### src/rtl/uart_rx_core.sv
// uart_rx_core: oversampling UART receiver; rx_valid rises one clk after the tick sampling the stop bit.
// A frame is held until rx_ready and later frames are dropped with an overrun_err pulse; UART_RX_PARITY_EN adds even parity.
module uart_rx_core #(
    parameter int CLKRATE     = 50000000,
    parameter int BAUD        = 115200,
    parameter int WORD_LENGTH = 8,
    parameter int OVERSAMPLE  = 16
) (
    input  logic                   clk,
    input  logic                   rst,
    input  logic                   rx_in,
    input  logic                   rx_ready,
    output logic [WORD_LENGTH-1:0] rx_data,
    output logic                   rx_valid,
    output logic                   parity_err,
    output logic                   frame_err,
    output logic                   overrun_err,
    output logic                   rx_busy
);
    localparam int TICK_DIV = CLKRATE / (BAUD * OVERSAMPLE);
    localparam int TW       = (TICK_DIV > 1) ? $clog2(TICK_DIV) : 1;
    localparam int OW       = $clog2(OVERSAMPLE);
    localparam int BW       = (WORD_LENGTH > 1) ? $clog2(WORD_LENGTH) : 1;

`ifdef UART_RX_PARITY_EN
    typedef enum logic [2:0] {S_IDLE, S_START, S_DATA, S_PARITY, S_STOP} state_t;
`else
    typedef enum logic [2:0] {S_IDLE, S_START, S_DATA, S_STOP} state_t;
`endif

    state_t                 r_state;
    logic                   r_sync1, r_sync2;
    logic [TW-1:0]          r_tick_cnt;
    logic [OW-1:0]          r_os_cnt;
    logic [BW-1:0]          r_bit_cnt;
    logic [WORD_LENGTH-1:0] r_shift;
    logic                   r_armed;
    logic                   w_rx, w_tick, w_start, w_half, w_full;

    assign w_rx    = r_sync2;
    assign w_tick  = (r_tick_cnt == TW'(TICK_DIV - 1));
    assign w_start = (r_state == S_IDLE) && !w_rx && r_armed;
    assign w_half  = w_tick && (r_os_cnt == OW'(OVERSAMPLE / 2 - 1));
    assign w_full  = w_tick && (r_os_cnt == OW'(OVERSAMPLE - 1));
    assign rx_busy = (r_state != S_IDLE);

    always_ff @(posedge clk or posedge rst) begin
        if (rst) begin
            r_sync1 <= 1'b1;
            r_sync2 <= 1'b1;
        end else begin
            r_sync1 <= rx_in;
            r_sync2 <= r_sync1;
        end
    end

    // Restarting the divider on the start edge centres every later sample in its bit.
    always_ff @(posedge clk or posedge rst) begin
        if (rst)
            r_tick_cnt <= '0;
        else if (w_start || w_tick)
            r_tick_cnt <= '0;
        else
            r_tick_cnt <= r_tick_cnt + 1'b1;
    end

`ifdef UART_RX_PARITY_EN
    logic r_par, r_par_err;
`else
    assign parity_err = 1'b0;
`endif

    always_ff @(posedge clk or posedge rst) begin
        if (rst) begin
            r_state     <= S_IDLE;
            r_os_cnt    <= '0;
            r_bit_cnt   <= '0;
            r_shift     <= '0;
            r_armed     <= 1'b0;
            rx_data     <= '0;
            rx_valid    <= 1'b0;
            frame_err   <= 1'b0;
            overrun_err <= 1'b0;
`ifdef UART_RX_PARITY_EN
            r_par       <= 1'b0;
            r_par_err   <= 1'b0;
            parity_err  <= 1'b0;
`endif
        end else begin
            overrun_err <= 1'b0;
            if (rx_valid && rx_ready)
                rx_valid <= 1'b0;
            if (w_tick)
                r_os_cnt <= r_os_cnt + 1'b1;
            case (r_state)
                S_IDLE: begin
                    if (w_rx)
                        r_armed <= 1'b1;
                    if (w_start) begin
                        r_state   <= S_START;
                        r_os_cnt  <= '0;
                        r_bit_cnt <= '0;
`ifdef UART_RX_PARITY_EN
                        r_par     <= 1'b0;
`endif
                    end
                end
                S_START: begin
                    if (w_half) begin
                        r_os_cnt <= '0;
                        r_state  <= w_rx ? S_IDLE : S_DATA;
                    end
                end
                S_DATA: begin
                    if (w_full) begin
                        r_os_cnt <= '0;
                        r_shift  <= {w_rx, r_shift[WORD_LENGTH-1:1]};
`ifdef UART_RX_PARITY_EN
                        r_par    <= r_par ^ w_rx;
`endif
                        if (r_bit_cnt == BW'(WORD_LENGTH - 1)) begin
                            r_bit_cnt <= '0;
`ifdef UART_RX_PARITY_EN
                            r_state   <= S_PARITY;
`else
                            r_state   <= S_STOP;
`endif
                        end else begin
                            r_bit_cnt <= r_bit_cnt + 1'b1;
                        end
                    end
                end
`ifdef UART_RX_PARITY_EN
                S_PARITY: begin
                    if (w_full) begin
                        r_os_cnt  <= '0;
                        r_par_err <= (w_rx != r_par);
                        r_state   <= S_STOP;
                    end
                end
`endif
                S_STOP: begin
                    if (w_full) begin
                        r_os_cnt <= '0;
                        r_state  <= S_IDLE;
                        // A low stop bit disarms start detection until the line idles high.
                        r_armed  <= w_rx;
                        if (!rx_valid || rx_ready) begin
                            rx_data    <= r_shift;
                            frame_err  <= !w_rx;
                            rx_valid   <= 1'b1;
`ifdef UART_RX_PARITY_EN
                            parity_err <= r_par_err;
`endif
                        end else begin
                            overrun_err <= 1'b1;
                        end
                    end
                end
                default: r_state <= S_IDLE;
            endcase
        end
    end
endmodule

### config.mk
export PLATFORM = sky130hd
export DESIGN_NAME = uart_rx_core
export DESIGN_NICKNAME = d
export VERILOG_FILES = /design/src/rtl/uart_rx_core.sv
export SDC_FILE = /design/constraint.sdc
export NUM_CORES = 1
export LEC_CHECK = 0
export CAP_MARGIN = 30
export CORE_MARGIN = 4
export CORE_UTILIZATION = 45
export CTS_BUF_LIST = sky130_fd_sc_hd__clkbuf_4 sky130_fd_sc_hd__clkbuf_8
export DETAILED_ROUTE_END_ITERATION = 10
export PLACE_DENSITY = 0.66
export SYNTH_ARGS = -nofsm -noshare
export SYNTH_HDL_FRONTEND = slang
export SYNTH_SLANG_ARGS = --single-unit
### constraint.sdc
create_clock -name clk -period 4.5 [get_ports clk]
set_input_delay 0.9 -clock clk [delete_from_list [all_inputs] [get_ports clk]]
set_output_delay 0.9 -clock clk [all_outputs]
set_load 0.05 [all_outputs]
== Word level (Yosys, flattened, before mapping) ==
Cells that the tools add are included.

* Output and inout port bits: 13
* Register bits: 37
* Word-level logic and storage cells: 74
* Bits of input ports: 4

* Multiplexer cells: 27
* Eq/ne operators: 13
* $add $sub $neg: 3
* Reduce and logical (&&, ||, !) cells: 19

{| class="wikitable"
|+ Operators with widths
! cell !! number
|-
| 3-bit two-way mux || 8
|-
| 4-bit two-way mux || 4
|-
| 2-bit != test (second input constant) || 6
|-
| 3-bit case mux with 4 select lines || 1
|-
| 4-bit case mux with 3 select lines || 1
|-
| 1-bit two-way mux || 9
|-
| 3-bit AND reduction || 3
|-
| 3-bit by 2-bit equality test with 1-bit output (second input constant) || 2
|-
| 3-bit case mux with 2 select lines || 1
|-
| 5-bit by 1-bit adder with 5-bit output (second input constant) || 1
|-
| 5-bit equality test (second input constant) || 1
|-
| 1-bit logical AND || 5
|-
| 5-bit two-way mux || 1
|-
| 5-bit AND reduction || 1
|-
| 4-bit by 1-bit adder with 4-bit output (second input constant) || 1
|-
| 4-bit by 3-bit equality test with 1-bit output (second input constant) || 1
|-
| 4-bit equality test (second input constant) || 1
|-
| 2-bit nonzero test || 2
|-
| 3-bit by 1-bit adder with 3-bit output (second input constant) || 1
|-
| 3-bit by 1-bit equality test with 1-bit output (second input constant) || 1
|-
| 3-bit equality test (second input constant) || 1
|-
| 3-bit zero test || 1
|-
| 3-bit nonzero test || 1
|-
| 1-bit zero test || 2
|-
| other kinds (5) || 6
|}

== Logic depth before layout (Yosys ltp) ==
Gate-level depths: netlist (run 1).

* Depth in word-level cells: 5
* Mapped depth: 6
* Gate-level depth less buffers: 5

== Least setup slack after synthesis (run 1) ==
OpenSTA, ideal clock, no wires.

* Path kind: in2reg
* From: input port rx_ready
* To: register rx_data[0]
* Slack: 2.535 ns
* Setup time: 0.125 ns
* Cell stages on the path: 3
* Arrival: 1.841 ns
* Required time: 4.375 ns
* Path buffers: 0
* Cell sequence: nand2b_1 nor4b_4 mux2_2

* Word-level cells in the longest chain between the ends: 2

{| class="wikitable"
|+ RTL lines
! element !! RTL line !! text
|-
| start: declaration || 12 || <nowiki>input logic rx_ready,</nowiki>
|-
| 1-bit logical OR || 148 || <nowiki>if (!rx_valid || rx_ready) begin</nowiki>
|-
| 3-bit AND reduction (no line) || - ||
|-
| end signal: assignment || 149 || <nowiki>rx_data <= r_shift;</nowiki>
|-
| end: declaration || 13 || <nowiki>output logic [WORD_LENGTH-1:0] rx_data,</nowiki>
|}

Every way passes these cells.
A chain may end at the register's enable or synchronous reset.

== Worst setup path in the final report (run 1) ==
* From: register r_state[1]
* To: output port rx_busy

* Word-level cells in the longest chain between the ends: 1

{| class="wikitable"
|+ RTL lines
! element !! RTL line !! text
|-
| start: declaration || 31 || <nowiki>state_t r_state;</nowiki>
|-
| start signal: assignment || 111 || <nowiki>r_state <= w_rx ? S_IDLE : S_DATA;</nowiki>
|-
| 3-bit nonzero test || 45 || <nowiki>assign rx_busy = (r_state != S_IDLE);</nowiki>
|-
| end: declaration || 18 || <nowiki>output logic rx_busy</nowiki>
|}

Every way passes these cells.

==> impl_summary.md, run 1 <==
Detailed routing
Using the TritonRoute via totals, the vias-per-cell ratio works out to 5.25. After the first detailed-routing iteration, the DRC count stood at 52. After detailed routing, the average wire length per cell comes to 13.6 um.

In the routed design, unresolved DRC markers number 0. The aggregate routed wire length is 2650 um. Once detail routing completed, the nets flagged for antenna violations numbered 0.

For this run, the detailed router's first-pass iteration total came to 4. The final route contains 1023 vias.

STA
Setup violations remaining at the end of the flow were counted as 0. The number of pins with negative max-slew slack in the final report was 0. Summed over all failing endpoints, the final setup total negative slack is 0 ns.

After layout, the worst path uses 61.7% of the clock period. The setup skew after layout is 0.0187 ns. Setup repair after global routing left no endpoint under its margin. The number of hold-slack violations in the final timing report was 0. The worst pin sits at a relative slew slack of 49.5%.

Static timing analysis puts the maximum clock frequency at 360 MHz. The slack of the critical path is 1.72 ns. Subtracting the final worst setup slack from the clock period gives 2.78 ns. For the pin with the worst max-slew slack, the measured transition is 0.755 ns.

Power
The clock network fraction of total power is 32.1%. The cell-internal power is 521 uW. Net switching is 27.0% of the power. The worst-case IR drop observed on VDD is 232 uV. Power comes to 714 uW. Combinational logic burns 13.2% of the power. The portion of total power attributed to sequential cells is 54.6%. The ratio of total power to cell area is 373 mW/mm^2. The net switching power is 193 uW. The total leakage power is 0.921 nW.

Cells and area
The share of layout cells above drive strength 1 is 24.2%. The area growth from synthesis to layout is 17.2%. The total number of nets in the final design is 158. In the layout the commonest cells are dfrtp_1 (34), mux2_2 (16), clkdlybuf4s50_1 (15).

The count of fill cells added during filler insertion is 282. Leaving out fill and tap cells, the most frequent cell in the layout is dfrtp_1. The repair_antennas step left the layout with diodes totalling 0.

Critical path
The required arrival time at the worst endpoint is 3.60 ns. The buffering stage count on the worst path with inverters included is 1. The terminus of the critical flop-to-flop path is r_shift[5]$_DFFE_PP0P_. The worst setup path is of the register to output pin kind. The startpoint of the worst-slack reg-to-reg timing path is r_tick_cnt[0]$_DFF_PP0_. Broken down by cell family, the worst path's largest delay share belongs to buffers and inverters. The setup slack of the most critical reg-to-reg path is 2.09 ns. The delay contributed by the slowest stage of the critical path is 0.70 ns. The worst setup path is captured at an output pin. The arrival time reported for the critical path endpoint is 1.88 ns. In this run the worst path has a maximum fanout of 11.

Counting cells, the worst reg-to-reg path comes to 6. The worst setup path is launched from a register. The critical path goes through or2_2, clkdlybuf4s50_1.

For this design, the slowest cell found on the critical path is clkdlybuf4s50_1.

Clock network
The clock latency of the later-clocked register in the worst-skew pair is 0.34 ns. The hold buffer count at CTS is 0. The clock sink count is 36. The maximum count of clock buffers along a single path is 2.

The number of buffers inserted during clock tree synthesis is 5. The H-tree generated during clock tree synthesis spans 2 levels. In this run the clock root is driven by a clkbuf_4. The number of setup buffers added after CTS is 0. The number of gates resized after CTS was 0. TritonCTS built the clock tree. The clock-pin transition on the worst setup and hold timing paths is 0.12 ns.

Logic synthesis
The synthesized netlist devotes 4.60% of its cell area to adder and majority cells. The fraction of the mapped netlist area in compound gates is 6.13%. The portion of synthesized area spent on multiplexers is 14.1%. The count of unique library cells instantiated by Yosys is 38.

Synthesis produced 129 cells. The number of warnings reported in the yosys synthesis log is 0. Counting flops with an async set or reset pin after synthesis yields a share of 100%. The synthesized design devotes to its leading area cell type 52.1% of total area. The predominant post-synthesis flop cell is dfrtp_1. The portion of the post-synthesis area used by sequential elements is 55.3%. Synthesis inferred 36 register bits. dfrtp_1 takes more of the synthesized area than any other cell.

The dominant combinational cell family by area after synthesis is simple AND/OR/NAND/NOR gates. The post-synth design cell area is 0.00163 mm^2. The number of enable-type register cells in the synthesized netlist is 0. By area the synthesized netlist is led by dfrtp_1 (52%), mux2_2 (11%), ha_1 (4.6%). The number of nets produced by synthesis is 139. The synthesized netlist devotes 2.15% of its cell area to XOR and XNOR gates. The synthesized netlist devotes 14.2% of its cell area to simple gates. A synthesized cell averages 12.7 um^2.

Worst hold path
The beginning of the worst hold path is r_sync1$_DFF_PP1_. The path class of the tightest hold or removal check is register to register. The path with the worst hold slack has its endpoint at r_sync2$_DFF_PP1_. The worst hold path passes through 0 cells.

Global route
The number of global-route vias before repair is 1032. The initial antenna violation count is 0. Entering global routing, the biggest net connects 37 pins. For this run, the total global-route usage over all layers was measured as 13.6%. The global-route wire length before repair is 4630 um. The leftover overflow at the end of global routing is 0.

Floorplanning
The initial core utilization is 47.8%. The height of the chip is 68.2 um. The count of pins on the block boundary is 17.

The die covers 0.00466 mm^2. The die is 68.2 um wide. After floorplanning, the core was divided into 21 placement rows. The region available for standard cell placement spans 0.00342 mm^2.

Job
The number of maximum-capacitance constraint violations is 0.

Placed design
The last weighted congestion value of the routability-driven placer is 0.776. The HPWL after detailed placement is 1890 um. The pre-CTS setup slack is 1.89 ns. In this run the tool buffered the top-level ports with 15 buffer cells.

Outcome
The run finished with clean final reports.
## metrics by stage
stage | utilization [%] | instances | area (um^2) | hold slack, ns
CTS | 56.0 | 195 | 1910 | 0.363
detailed placement | 53.7 | 187 | 1830 | 0.347
floorplan | - | 129 | 1630 | 0.345
finish | 56.0 | 195 | 1910 | 0.362
global route | 56.0 | 195 | 1910 | 0.366
global placement | 53.7 | 187 | 1830 | 0.346
## worst max path at each step
stage                                       from                      to  slack, ns  depth (start not counted)
after floorplan                         rx_ready  rx_data[0]$_DFFE_PP0P_       2.53                          3
after global placement                  rx_ready  rx_data[4]$_DFFE_PP0P_       1.94                          4
after detailed placement                rx_ready  rx_data[2]$_DFFE_PP0P_       1.89                          4
after CTS                 r_state[1]$_DFFE_PP0P_                 rx_busy       1.71                          2
after global routing      r_state[1]$_DFFE_PP0P_                 rx_busy       1.65                          2
final                     r_state[1]$_DFFE_PP0P_                 rx_busy       1.72                          2
## power groups by stage
| stage | sequential (mW) | clock [mW] | combinational [mW] |
|---|---|---|---|
| 2_1_floorplan | 0.387 | 0 | 0.0825 |
| 3_3_place_gp | 0.393 | 0 | 0.0931 |
| 3_5_place_dp | 0.396 | 0 | 0.0964 |
| 4_1_cts | 0.390 | 0.234 | 0.0969 |
| 5_1_grt | 0.396 | 0.247 | 0.111 |
| 6_report | 0.390 | 0.229 | 0.0945 |
## Yosys cell counts, drive strengths merged, types with 3 or more instances
library cell  number
a21oi              3
mux2i              5
dfrtp             34
nand2              6
mux2              16
or3                3
or2                3
o21ai              4
ha                 6
nor2               5
inv                7
buf                3
nand3              5
## routing by layer
metal / share of wire [%] / global-route usage, % / vias up
met2: 47 / 21.2 / 19
met3: 4.4 / 5.09 / 4
met1: 48 / 17.4 / 498
met4: 1.3 / 4.71 / 0
li1: - / - / 502
met5: 0 / 0 / -
## cell type report
type | count | area (um^2) | area share [%]
inverters | 7 | 26.3 | 1.37
repair buffers | 17 | 165 | 8.63
clock inverters | 2 | 35.0 | 1.83
flip-flops and latches | 36 | 903 | 47.2
well taps | 46 | 57.6 | 3.01
multi-input cells | 81 | 682 | 35.6
clock buffers | 6 | 45.0 | 2.35
## flip-flops by register name (all words and copies together), names as in the netlist, 2 cells and up
name / flops
rx_data: 8
r_tick_cnt: 5
r_shift: 8
r_state: 2
r_os_cnt: 4
r_bit_cnt: 3
## cells by family after synthesis
family / Yosys count
xor gates and xnor gates: 4
adders and majority gates: 6
buffers and inverters: 12
other: 1
and+or+nand+nor: 34
muxes: 21
AOI/OAI and AO/OA: 15
DFF: 36
(Power assumes the default switching activity.)
==> run 2: changes to the inputs <==
Clock period 4.5 ns to 2.7 ns, I/O delays scaled along.
==> run 2 against run 1 <==
Die area unchanged. Global-route usage is 0.71 points higher. Hold slack better by 0.0054 ns. Via count grew 2.7%. Clock-buffer cell count down 1. Worst setup slack got worse by 1.4 ns. Register-to-register slack got worse by 1.6 ns. Highest routed layer unchanged.
==> impl_summary.md, run 2 (same netlist as run 1, synthesis figures left out) <==
Outcome
The flow ran to the end, and the final reports show no timing, DRC or antenna violations.

Critical path
The setup slack of the most critical reg-to-reg path came to 0.49 ns (-1.60 ns). The most critical setup path has its startpoint at r_state[1]$_DFFE_PP0P_. STA classifies the critical path endpoint as an output pin. The required arrival time at the worst endpoint came to 2.16 ns (-1.44 ns). The arrival time reported for the critical path endpoint is 1.88 ns (about the same). The highest net fanout along the worst path came to 11 (unchanged). The class of the most critical setup path is register to output pin.

The cell with the biggest individual delay on the critical path is clkdlybuf4s50_1. Walking the worst path, the cells encountered are or2_2, clkdlybuf4s50_1. The depth of the worst register-to-register path came to 5 (-1).

The critical path ends at rx_busy. The worst register-to-register path ends at rx_data[4]$_DFFE_PP0P_. The worst setup path is launched from a register. The startpoint of the worst-slack reg-to-reg timing path is r_tick_cnt[0]$_DFF_PP0_.

The delay contributed by the slowest stage of the critical path is 0.70 ns (about the same).

Floorplanning
The initial core utilization is 47.8% (unchanged). The row count is 21 (unchanged). The total core area is 0.00342 mm^2 (unchanged).

The height of the chip is 68.2 um (unchanged). The total die area is 0.00466 mm^2 (unchanged). The count of pins on the block boundary was 17 (unchanged). The chip width is 68.2 um (unchanged).

Clock network
The count of H-tree levels built during CTS was 2 (unchanged). The hold buffer count at CTS is 0 (unchanged). The clock-pin transition on the worst setup and hold timing paths is 0.11 ns (about the same). The clock latency of the later-clocked register in the worst-skew pair is 0.35 ns (about the same).

The count of instances resized after the clock tree is built is 0 (unchanged). The clock sink count was 36 (unchanged). The maximum count of clock buffers along a single path came to 2 (unchanged). The CTS tree is yes. The number of buffers inserted during clock tree synthesis was 5 (unchanged).

The number of setup buffers added after CTS came to 0 (unchanged). The tree is rooted in a clkbuf_4.

Placed design
The last weighted congestion value of the routability-driven placer is 0.780 (+0.57%). The count of buffers inserted at the top-level ports is 15 (unchanged). The area after detailed placement is 0.00184 mm^2 (+0.41%). The HPWL after detailed placement is 2000 um (+6.1%).

Detailed routing
The aggregate routed wire length is 2800 um (+5.9%). The total DRC errors in the routed layout is 0 (unchanged). The count of antenna-violating nets left after detailed routing came to 0 (unchanged).

The length of the first detailed-routing pass in iterations is 4 (unchanged). The routed wire length per instance is 14.3 um (+5.4%). The number of design-rule violations left by the first detailed-router iteration is 37 (-29%). The via density per instance is 5.36 (+2.2%). The total vias in the final route is 1051 (+2.7%).

Global route
The layer carrying the most global-route usage is met2. The met3 track utilization from global routing is 4.27% (-0.82 points). The largest net degree at the start of global routing came to 37 (unchanged).

The leftover overflow at the end of global routing is 0 (unchanged). The initial antenna violation count came to 0 (unchanged). The number of global-route vias before repair is 1078 (+4.5%).

The global-route wire length before repair came to 4770 um (+3.1%). The global routing usage on met1 is 18.1% (+0.67 points). The global-route total usage across every layer was 14.3% (+0.71 points).

The global routing met2 resource utilization was 21.3% (+0.12 points).

Cells and area
The number of antenna diodes is 0 (unchanged). The largest registers in the layout are r_shift x8, rx_data x8, r_tick_cnt x5. The summed area of non-filler cells in the final layout is 0.00192 mm^2 (+0.39%). The top cell types in the final layout, fill and taps aside, are dfrtp_1 (34), mux2_2 (16), clkdlybuf4s50_1 (15). The library cell used most frequently in the layout, excluding fill and tap cells, is dfrtp_1. The share of layout cells above drive strength 1 is 24.7% (+0.51 points). Relative to the synthesized area, the layout overhead comes to 17.7%. The total number of nets in the final design is 159 (+0.63%).

STA
The final setup violation count is 0 (unchanged). The setup skew after layout came to 0.00623 ns (-0.0125 ns). The slew at the pin with the worst max-slew slack is 0.705 ns (-0.0500 ns).

Timing would allow up to 413 MHz. The number of pins with negative max-slew slack in the final report is 0 (unchanged). The number of hold-slack violations in the final timing report is 0 (unchanged). For the finished layout, the period the worst path requires is 2.42 ns. Setup repair after global routing left no endpoint under its margin. The worst slew margin relative to its limit came to 52.8% (+3.3 points). The final critical path takes up 89.7% of the cycle.

The accumulated negative setup slack is 0 ns (unchanged).

Power
The maximum vdd ir drop is 451 uV (+94%). The ratio of total power to cell area was 621 mW/mm^2 (+66%). The sum of internal, switching and leakage power is 1.19 mW (+67%).

The total leakage power is 0.922 nW (+0.11%).

Worst hold path
The path class of the tightest hold or removal check is register to register.

Job
The number of maximum-capacitance constraint violations is 0 (unchanged).
-- run 2: cell count changes in the layout (fill, tap and decap cells not counted), sizes merged --
cell      change
buf           +1
clkinvlp      +1
clkbuf        -1
-- run 2: final cells by class --
type                    count  area (um^2)
well taps                  46         57.6
flip-flops and latches     36          903
inverters                   7         26.3
repair buffers             18          173
clock inverters             3         42.5
fillers                   291         1490
clock buffers               5         37.5
multi-input cells          81          682
-- run 2: worst min-delay path by stage --
stage                       from                 to  slack, ns  depth (start not counted)
6_report       r_sync1$_DFF_PP1_  r_sync2$_DFF_PP1_       0.37                          0
5_1_grt        r_sync1$_DFF_PP1_  r_sync2$_DFF_PP1_       0.37                          0
4_1_cts        r_sync1$_DFF_PP1_  r_sync2$_DFF_PP1_       0.37                          0
3_5_place_dp   r_sync1$_DFF_PP1_  r_sync2$_DFF_PP1_       0.35                          0
3_3_place_gp   r_sync1$_DFF_PP1_  r_sync2$_DFF_PP1_       0.35                          0
2_1_floorplan  r_sync1$_DFF_PP1_  r_sync2$_DFF_PP1_       0.35                          0
-- run 2: critical path: cells and delay by family, from the launching register on --
family | cells | cell delay, ns
buffers and inverters | 1 | 0.70
flip-flops | 1 | 0.51
AND/OR/NAND/NOR | 1 | 0.34
-- run 2: stage by stage --
| stage | std cells | setup slack (ns) | util (%) | hold WS, ns |
|---|---|---|---|---|
| 3_3_place_gp | 188 | 0.497 | 53.9 | 0.346 |
| 5_1_grt | 196 | 0.204 | 56.3 | 0.374 |
| 2_1_floorplan | 129 | 0.840 | - | 0.345 |
| 3_5_place_dp | 188 | 0.400 | 53.9 | 0.352 |
| 4_1_cts | 196 | 0.259 | 56.3 | 0.369 |
| 6_report | 196 | 0.278 | 56.3 | 0.367 |
-- run 2: routing by layer --
| metal | up-vias | wire length (um) |
|---|---|---|
| met4 | 0 | 80 |
| met2 | 26 | 1330 |
| met3 | 9 | 122 |
| met5 | - | 0 |
| met1 | 522 | 1270 |
| li1 | 494 | - |
-- run 2: report_power, final --
group | switching [mW] | total [mW] | internal [mW]
Sequential | 0.0611 | 0.650 | 0.589
Combinational | 0.0867 | 0.163 | 0.0766
Clock | 0.187 | 0.379 | 0.193
Total | 0.334 | 1.19 | 0.859
==> run 3: changes to the inputs <==
Settings changed: SLEW_MARGIN set to 0.
==> results of run 3 <==
Same layout as run 2: the final DEF is identical, and so are final timing and power.
